$ cat src/rtl/fifo_ovf_reporter.sv
// fifo_ovf_reporter: groups write-side stall cycles of a stream FIFO into
// overflow episodes and emits one timestamped 128-bit report beat per new
// episode. Also keeps a sticky overflow flag and saturating/wrapping counters
// for status registers.
module fifo_ovf_reporter #(
    parameter int DW  = 512,
    parameter int GAP = 4
) (
    input  logic          clk,
    input  logic          resetn,
    input  logic          clear,
    input  logic          stream_tvalid,
    input  logic          stream_tready,
    input  logic [DW-1:0] stream_tdata,
    output logic          overflow,
    output logic [31:0]   stall_count,
    output logic [127:0]  report_tdata,
    output logic          report_tvalid,
    input  logic          report_tready
);

    typedef enum logic [0:0] {
        ST_IDLE = 1'b0,
        ST_SEND = 1'b1
    } state_t;

    localparam logic [8:0] GAP_LIM = 9'(GAP);

    state_t         r_state;
    state_t         w_state_nxt;
    logic [47:0]    r_ts;
    logic [31:0]    r_beats;
    logic [31:0]    r_stall_count;
    logic [15:0]    r_epnum;
    logic [15:0]    r_missed;
    logic           r_in_ep;
    logic [7:0]     r_gap;
    logic           r_overflow;
    logic [127:0]   r_rec;

    logic           w_stall;
    logic           w_accept;
    logic           w_start;
    logic           w_hs;
    logic           w_load;
    logic           w_miss;
    logic [15:0]    w_epnum_inc;
    logic [8:0]     w_gap_inc;
    logic [127:0]   w_record;
    logic           w_unused;

    // The monitored data payload carries no information for this block.
    assign w_unused = ^stream_tdata;

    assign w_stall     = stream_tvalid & ~stream_tready;
    assign w_accept    = stream_tvalid & stream_tready;
    // A stall during clear is discarded, so it can never open an episode.
    assign w_start     = w_stall & ~r_in_ep & ~clear;
    // Gated by the SEND state so an undriven ready while idle is harmless.
    assign w_hs        = (r_state == ST_SEND) & report_tready;
    assign w_epnum_inc = r_epnum + 16'd1;
    assign w_gap_inc   = {1'b0, r_gap} + 9'd1;
    assign w_record    = {r_ts, r_beats, w_epnum_inc, r_missed, 16'h0000};

    assign overflow      = r_overflow;
    assign stall_count   = r_stall_count;
    assign report_tdata  = r_rec;
    assign report_tvalid = (r_state == ST_SEND);

    // Report FSM state register.
    always_ff @(posedge clk or negedge resetn) begin
        if (!resetn) begin
            r_state <= ST_IDLE;
        end else begin
            r_state <= w_state_nxt;
        end
    end

    // Report FSM next state, record load and dropped-report decisions.
    always_comb begin
        w_state_nxt = r_state;
        w_load      = 1'b0;
        w_miss      = 1'b0;
        case (r_state)
            ST_IDLE: begin
                if (w_start) begin
                    w_load      = 1'b1;
                    w_state_nxt = ST_SEND;
                end else begin
                    w_state_nxt = ST_IDLE;
                end
            end
            ST_SEND: begin
                if (w_hs) begin
                    if (w_start) begin
                        w_load      = 1'b1;
                        w_state_nxt = ST_SEND;
                    end else begin
                        w_state_nxt = ST_IDLE;
                    end
                end else if (w_start) begin
                    w_miss      = 1'b1;
                end else begin
                    w_state_nxt = ST_SEND;
                end
            end
            default: begin
                w_state_nxt = ST_IDLE;
            end
        endcase
    end

    // Report record holding register; stable while a beat is pending.
    always_ff @(posedge clk or negedge resetn) begin
        if (!resetn) begin
            r_rec <= 128'd0;
        end else if (w_load) begin
            r_rec <= w_record;
        end
    end

    // Free-running timestamp; deliberately immune to clear.
    always_ff @(posedge clk or negedge resetn) begin
        if (!resetn) begin
            r_ts <= 48'd0;
        end else begin
            r_ts <= r_ts + 48'd1;
        end
    end

    // Sticky flag and status counters, all zeroed by clear.
    always_ff @(posedge clk or negedge resetn) begin
        if (!resetn) begin
            r_overflow    <= 1'b0;
            r_beats       <= 32'd0;
            r_stall_count <= 32'd0;
            r_missed      <= 16'd0;
        end else if (clear) begin
            r_overflow    <= 1'b0;
            r_beats       <= 32'd0;
            r_stall_count <= 32'd0;
            r_missed      <= 16'd0;
        end else begin
            if (w_stall) begin
                r_overflow <= 1'b1;
            end
            if (w_accept) begin
                r_beats <= r_beats + 32'd1;
            end
            if (w_stall && (r_stall_count != 32'hFFFF_FFFF)) begin
                r_stall_count <= r_stall_count + 32'd1;
            end
            if (w_miss && (r_missed != 16'hFFFF)) begin
                r_missed <= r_missed + 16'd1;
            end
        end
    end

    // Episode tracker: opens on a stall, closes after GAP quiet cycles.
    always_ff @(posedge clk or negedge resetn) begin
        if (!resetn) begin
            r_in_ep <= 1'b0;
            r_gap   <= 8'd0;
            r_epnum <= 16'd0;
        end else if (clear) begin
            r_in_ep <= 1'b0;
            r_gap   <= 8'd0;
            r_epnum <= 16'd0;
        end else if (w_start) begin
            r_in_ep <= 1'b1;
            r_gap   <= 8'd0;
            r_epnum <= w_epnum_inc;
        end else if (r_in_ep) begin
            if (w_stall) begin
                r_gap <= 8'd0;
            end else if (w_gap_inc == GAP_LIM) begin
                r_in_ep <= 1'b0;
                r_gap   <= 8'd0;
            end else begin
                r_gap <= w_gap_inc[7:0];
            end
        end
    end

endmodule

$ cat config.mk
export PLATFORM = sky130hd
export DESIGN_NAME = fifo_ovf_reporter
export DESIGN_NICKNAME = d
export VERILOG_FILES = /design/src/rtl/fifo_ovf_reporter.sv
export SDC_FILE = /design/constraint.sdc
export NUM_CORES = 1
export LEC_CHECK = 0
export BUFFER_PORTS_ARGS = -buffer_cell sky130_fd_sc_hd__buf_2
export CAP_MARGIN = 10
export CORE_AREA = 2 2 266 268
export CTS_CLUSTER_DIAMETER = 30
export DETAILED_ROUTE_END_ITERATION = 8
export DIE_AREA = 0 0 268 270
export PLACE_DENSITY = 0.47
export REMOVE_ABC_BUFFERS = 1
export SETUP_SLACK_MARGIN = 0.05
export SYNTH_ARGS = -nofsm -noshare
export SYNTH_HDL_FRONTEND = slang
export SYNTH_SLANG_ARGS = --single-unit
$ cat constraint.sdc
create_clock -name clk -period 2.1 [get_ports clk]
set_input_delay 0.42 -clock clk [delete_from_list [all_inputs] [get_ports clk]]
set_output_delay 0.42 -clock clk [all_outputs]
set_load 0.01 [all_outputs]
==> results of run 1 <==
==> how the worst max path moves through the flow <==
stage / endpoint
after global placement: stall_count[16]
after CTS: stall_count[16]
final: stall_count[16]
after global routing: stall_count[18]
after detailed placement: stall_count[28]
after floorplan: report_tdata[100]
==> power by group through the flow <==
stage | sequential, W | combinational [W] | clock, W
finish | 0.00526 | 0.000495 | 0.0116
global route | 0.00526 | 0.000557 | 0.0122
CTS | 0.00526 | 0.000515 | 0.0119
detailed placement | 0.00533 | 0.000512 | 0
global placement | 0.00533 | 0.000505 | 0
floorplan | 0.00536 | 0.000141 | 0
==> cells by family (layout without fill, tap and decap cells) <==
| family | after synthesis | after routing | synth area share, % |
|---|---|---|---|
| other cells | 1 | 16 | 0.03107 |
| fa+ha+maj | 7 | 7 | 0.7257 |
| mux | 94 | 94 | 8.761 |
| flops | 267 | 267 | 55.37 |
| compound gates | 106 | 106 | 5.008 |
| buf+inv | 72 | 401 | 2.913 |
| simple gates | 415 | 415 | 17.91 |
| xor+xnor | 128 | 128 | 9.290 |
==> layout make-up <==
type	count	area [um^2]
clock buffer	110	2245
clock inverter	28	365.4
fill	7381	52230
inverter	11	41.29
multi-input combinational	766	5161
sequential	267	6683
tap	940	1176
timing repair buffer	252	1642
==> sequential cells by signal, summed over array words and instances, names as in the netlist, 8 cells and up <==
name          count
stall_count      32
r_beats          32
r_epnum          16
report_tdata    112
r_missed         16
r_ts             48
r_gap             8
==> what timing repair did <==
action	in CTS	in global routing
buffers inserted	0	7
pin swaps	0	5
resized for setup	2	11
endpoints found under the setup margin	2	18
hold buffers	1	0
endpoints found under the hold margin	42	0
==> Yosys cell counts, types with 4 or more instances <==
master	number
o2111ai_1	5
and4_1	17
nand2_1	81
nand4_1	49
nor4_1	13
xnor2_1	67
clkbuf_1	28
and3_1	23
buf_2	8
or3_1	25
dfrtp_1	267
inv_1	11
nand3_1	50
nor3_1	21
or2_2	5
o21ai_0	46
mux2_2	93
buf_4	17
buf_1	7
and2_1	5
a21oi_1	34
nor2_1	96
xor2_1	61
or4_1	7
ha_1	7
nand2b_1	5
o31ai_1	4
==> layout by cell type (no fill, tap or decap), types with 21 or more instances in the layout <==
cell,count
o21ai_0,46
xor2_1,61
and3_1,23
nor2_1,95
clkbuf_16,80
nor3_1,21
mux2_2,93
nand2_1,80
buf_4,92
a21oi_1,33
xnor2_1,67
nand4_1,49
dfrtp_1,266
nand3_1,50
buf_2,149
or3_1,25
==> worst max-delay path, delay by kind of cell (launching register included) <==
| kind | cells | cell delay, ps |
|---|---|---|
| AND/OR/NAND/NOR | 3 | 1320 |
| flip-flops | 1 | 430 |
| AO/OA/AOI/OAI | 1 | 150 |
==> metrics by stage <==
step	util, %	instance area (um^2)	TNS [ps]	instances	setup WS (ps)
floorplan	-	11810	-223130	1044	-1989
global placement	20.98	14590	-10300	2229	-193.0
detailed placement	20.98	14590	-10500	2229	-163.1
CTS	24.76	17220	0	2368	44.11
global route	24.90	17310	0	2374	29.73
finish	24.90	17310	0	2374	116.4
==> metal layers <==
metal | routed length, um | up-vias | part of all wire (%)
li1 | - | 4427 | -
met1 | 14780 | 4580 | 44
met2 | 15770 | 200 | 47
met3 | 2000 | 68 | 5.9
met4 | 1064 | 2 | 3.2
met5 | 13 | - | 0.039
==> reports/qor.yml, run 1 <==
startpoint_type: "flip-flop"
dp_hpwl_um: 23840
first_global_vias: 9714
worst-setup-path-type: "flip-flop to flip-flop"
grt_max_degree: 52
async_reset_ff_share_pct: 100.0
reg2reg_slack_ps: 120
status: "completed"
final_nets: 1900
startpoint: "stall_count[9]"
p_total_w: 0.01735
setup_viol: 0
cts_buffers: 77
r2r-start: "stall_count[9]"
rsz0062_at_grt: "yes"
routed_wl_um: 33620
synth_top_area_share_pct: 55.37
io_pins: 680
viasPerCell: 3.908
synth_top_area_cell: "dfrtp_1"
io_buffer_count: 151
drive_above_1_share_pct: 33.96
critPathRequiredTime_ps: 2600
syn_inst: 1090
maxSlewViolCount: 0
p_sw_share_pct: 21.10
fin_skew_ps: 22.09
drtAntennaViolNets: 0
grt_util_met1_pct: 11.65
die_y_um: 270
pwr-share-seq_pct: 30.3
worstPathMaxFanout: 7
p_comb_share_pct: 2.9
syn_avg_cell_area_um2: 11.07
yosysWarnings: 0
grt_pass1_wl_um: 54240
met2_usage_pct: 15.03
min_period_ps: 1984
gr-usage-met3_pct: 2.908
area_delta_synth_final_pct: 43.46
seq_area_frac_synth_pct: 55.37
start_util_pct: 17.35
clkLatencyLatePin_ps: 580
clkPwrFrac_pct: 66.8
p_sw_w: 0.003661
clk_pin_slew_ps: 40
crit_arrival_ps: 2480
antenna_found_initial: 1
peakVddDrop_v: 0.0006764
drc: 0
reg2regPathDepth: 4
synth_edf_count: 0
min_path_type: "input pin to flip-flop"
root_buffer: "clkbuf_16"
worstPathCellList: "nand4_1 -> or4_4 -> or4_1 -> a21oi_1"
drtIter0Drc: 340
synth_top_flop_cell: "dfrtp_1"
max_cap_viol_count: 0
via_count: 9277
internal-power_w: 0.01369
die_area_mm2: 0.07236
cts_tree: "done"
worstHoldStart: "clear"
worst_path_largest_cell_delay_ps: 610
period_share_pct: 94.46
r2r_end: "stall_count[16]"
whs_endpoint: "r_missed[5]"
grt-busiest-layer: "met2"
p_per_area_mw_per_mm2: 1002
htree_levels: 3
hold_ws_ps: 190.2
die_w_um: 268
grtUsageTotal_pct: 9.504
synth_seq_cells: 267
place_congestion: 0.7734
core_area_mm2: 0.06954
first_pass_iters: 4
leakagePower_nw: 8.097
cts_sinks: 267
worstSetupEndpointType: "flip-flop"
hold_viol_final: 0
rows: 97
syn_area_mm2: 0.01207
wire_per_inst_um: 14.16
synth.distinct_cells: 53
antenna_cells: 0
slowest_stage: "or4_4"
fmax_mhz: 504.1
yosys-top-cells-area: "dfrtp_1 (55%), mux2_2 (8.7%), xnor2_1 (4.9%)"
hold_depth: 2
clk_path_buf_depth: 3
grt-ovfl-total: 0
Power figures use the tool's default switching activity.
==> run 2, diff against run 1 <==
- CORE_AREA: 2 2 266 268 -> 2 2 268 270
- DIE_AREA: 0 0 268 270 -> 0 0 270 272
- PLACE_DENSITY: 0.47 -> 0.46
==> run 2 against run 1 <==
Compared with the run above: die area rose by 1.5%; clock skew increased by 5.3 ps; utilization fell by 0.34 points; sequential power hardly changed; hold slack better by 32 ps; register-to-register slack improved by 20 ps; count of clock-buffer cells in the layout is 19 lower; clock power up 6%; first-iteration DRC count is 25% higher.
==> reports/qor.yml, run 2 (synthesis gave the netlist of run 1 again) <==
p_per_area_mw_per_mm2: 1038  # was 1002 mW/mm^2
cts_sinks: 267  # unchanged
grt_pass1_wl_um: 51830  # was 54,240 um
core_area_mm2: 0.07075  # was 0.06954 mm^2
p_total_w: 0.01803  # was 0.01735 W
clkLatencyLatePin_ps: 580  # about the same
worst_slew_pin_slew_ps: 500.2
root_buffer: "clkbuf_16"  # unchanged
rsz0062_at_grt: "yes"  # unchanged
hold_viol_final: 0  # unchanged
seq_area_mm2: 0.006683  # unchanged
grtUsageTotal_pct: 8.816  # was 9.504%
period_share_pct: 93.62  # was 94.46%
die_y_um: 272  # was 270 um
setup_viol: 0  # unchanged
worst_path_largest_cell_delay_ps: 510  # was 610 ps
via_count: 9201  # was 9,277
grt_max_degree: 76  # was 52
max_cap_viol_count: 0  # unchanged
largest_register_ffs: 112  # unchanged
status: "completed"  # unchanged
area_delta_synth_final_pct: 43.97  # was 43.46%
worstSetupEndpointType: "flip-flop"  # unchanged
cts_buffers: 75  # was 77
final_nets: 1888  # was 1,900
antenna_found_initial: 0  # was 1
nFillCells: 7553  # was 7,381
grt-ovfl-total: 0  # unchanged
leakagePower_nw: 8.078  # was 8.097 nW
cp_num_buf_inv: 0  # unchanged
die_w_um: 270  # was 268 um
max-slew-margin-rel_pct: 66.65
multi_input_comb_area_mm2: 0.005140  # was 0.005161 mm^2
final_cell_mix: "dfrtp_1 (266), buf_2 (149), nor2_1 (96)"  # was dfrtp_1 (266), buf_2 (149), nor2_1 (95)
min_period_ps: 1966  # was 1984 ps
startpoint_type: "flip-flop"  # unchanged
slowest_stage: "or4_4"  # unchanged
drtAntennaViolNets: 0  # unchanged
die_area_mm2: 0.07344  # was 0.07236 mm^2
drtIter0Drc: 426  # was 340
start_util_pct: 17.06  # was 17.35%
io_pins: 680  # unchanged
min_path_type: "input pin to flip-flop"  # unchanged
fmax_mhz: 508.7  # was 504.1 MHz
cts_tree: "done"  # unchanged
critPathRequiredTime_ps: 2600  # about the same
rows: 98  # was 97
first_pass_iters: 4  # unchanged
setup_ws_ps: 134.1  # was 116.4 ps
place_ws_ps: -169.1  # was -163.1 ps
routed_wl_um: 32000  # was 33,620 um
crit_arrival_ps: 2460  # was 2480 ps
first_global_vias: 9488  # was 9,714
antenna_cells: 0  # unchanged
maxSlewViolCount: 0  # unchanged
clk_pin_slew_ps: 40  # about the same
worstPathMaxFanout: 7  # unchanged
wire_per_inst_um: 13.47  # was 14.16 um
drc: 0  # unchanged
drive_above_1_share_pct: 34.11  # was 33.96%
final_common_cell: "dfrtp_1"  # unchanged
path_delay_family: "simple AND/OR/NAND/NOR gates"  # unchanged
peakVddDrop_v: 0.0005154  # was 0.0006764 V
worst-setup-path-type: "flip-flop to flip-flop"  # unchanged
clk_path_buf_depth: 3  # unchanged
dp_hpwl_um: 22150  # was 23,840 um
io_buffer_count: 151  # unchanged
tns_ps: 0  # unchanged
htree_levels: 3  # unchanged
place_congestion: 0.7571  # was 0.7734
fin_skew_ps: 27.37  # was 22.09 ps
worstPathCellList: "ha_2 -> nand4b_1 -> or4_4 -> or4_1 -> a21oi_1"  # was nand4_1 -> or4_4 -> or4_1 -> a21oi_1
viasPerCell: 3.874  # was 3.908
run 2: repair_timing:
item	in CTS	in global routing
hold buffers	1	0
buffers inserted	0	5
endpoints found under the hold margin	46	0
pin swaps	0	3
resized for setup	1	9
endpoints found under the setup margin	1	22
run 2: worst reg2reg max path, cell delays in order, from the launching register on:
cell,delay [ps]
dfrtp_1,380
ha_2,200
nand4b_1,160
or4_4,510
or4_1,490
a21oi_1,150
run 2: per-layer routing:
| layer | track usage [%] | wire, um | up-vias |
|---|---|---|---|
| met5 | 0 | 0 | - |
| met2 | 13.85 | 14840 | 189 |
| met3 | 2.495 | 1762 | 73 |
| met1 | 11.09 | 14430 | 4535 |
| li1 | - | - | 4404 |
| met4 | 4.386 | 962 | 0 |
run 2: report_power, final:
| part | internal [W] | leakage (nW) | switching [W] |
|---|---|---|---|
| Clock | 0.00880 | 1.34 | 0.00347 |
| Combinational | 0.000169 | 3.05 | 0.000325 |
| Sequential | 0.00522 | 3.69 | 0.0000371 |
| Total | 0.0142 | 8.08 | 0.00383 |
run 2: path summary, 6_finish.rpt:
path	cells after the start	slack, ps	to	start
worst min-delay path	2	220	r_missed[9]	clear
worst max register to register	5	130	stall_count[18]	stall_count[0]
worst max-delay path	5	130	stall_count[18]	stall_count[0]
worst min register to register	2	480	report_tdata[42]	report_tdata[42]
max in group asynchronous	3	980	r_beats[17]	resetn
min in group asynchronous	2	390	r_ts[46]	resetn
run 2: layout make-up:
type	instances	share of cell area [%]
Sequential cell	267	38.46
Tap cell	950	6.841
Inverter	11	0.2376
Timing Repair Buffer	242	9.016
Clock buffer	91	11.86
Multi-Input combinational cell	766	29.58
Clock inverter	48	3.997
run 2: through the flow:
step / cells / utilization, % / hold slack (ps) / cell area [um^2]
floorplan: 1044 / - / 124.4 / 11810
global placement: 2230 / 20.54 / 402.5 / 14530
detailed placement: 2230 / 20.54 / 410.3 / 14530
CTS: 2370 / 24.46 / 187.4 / 17300
global route: 2375 / 24.56 / 209.3 / 17370
finish: 2375 / 24.56 / 222.5 / 17370
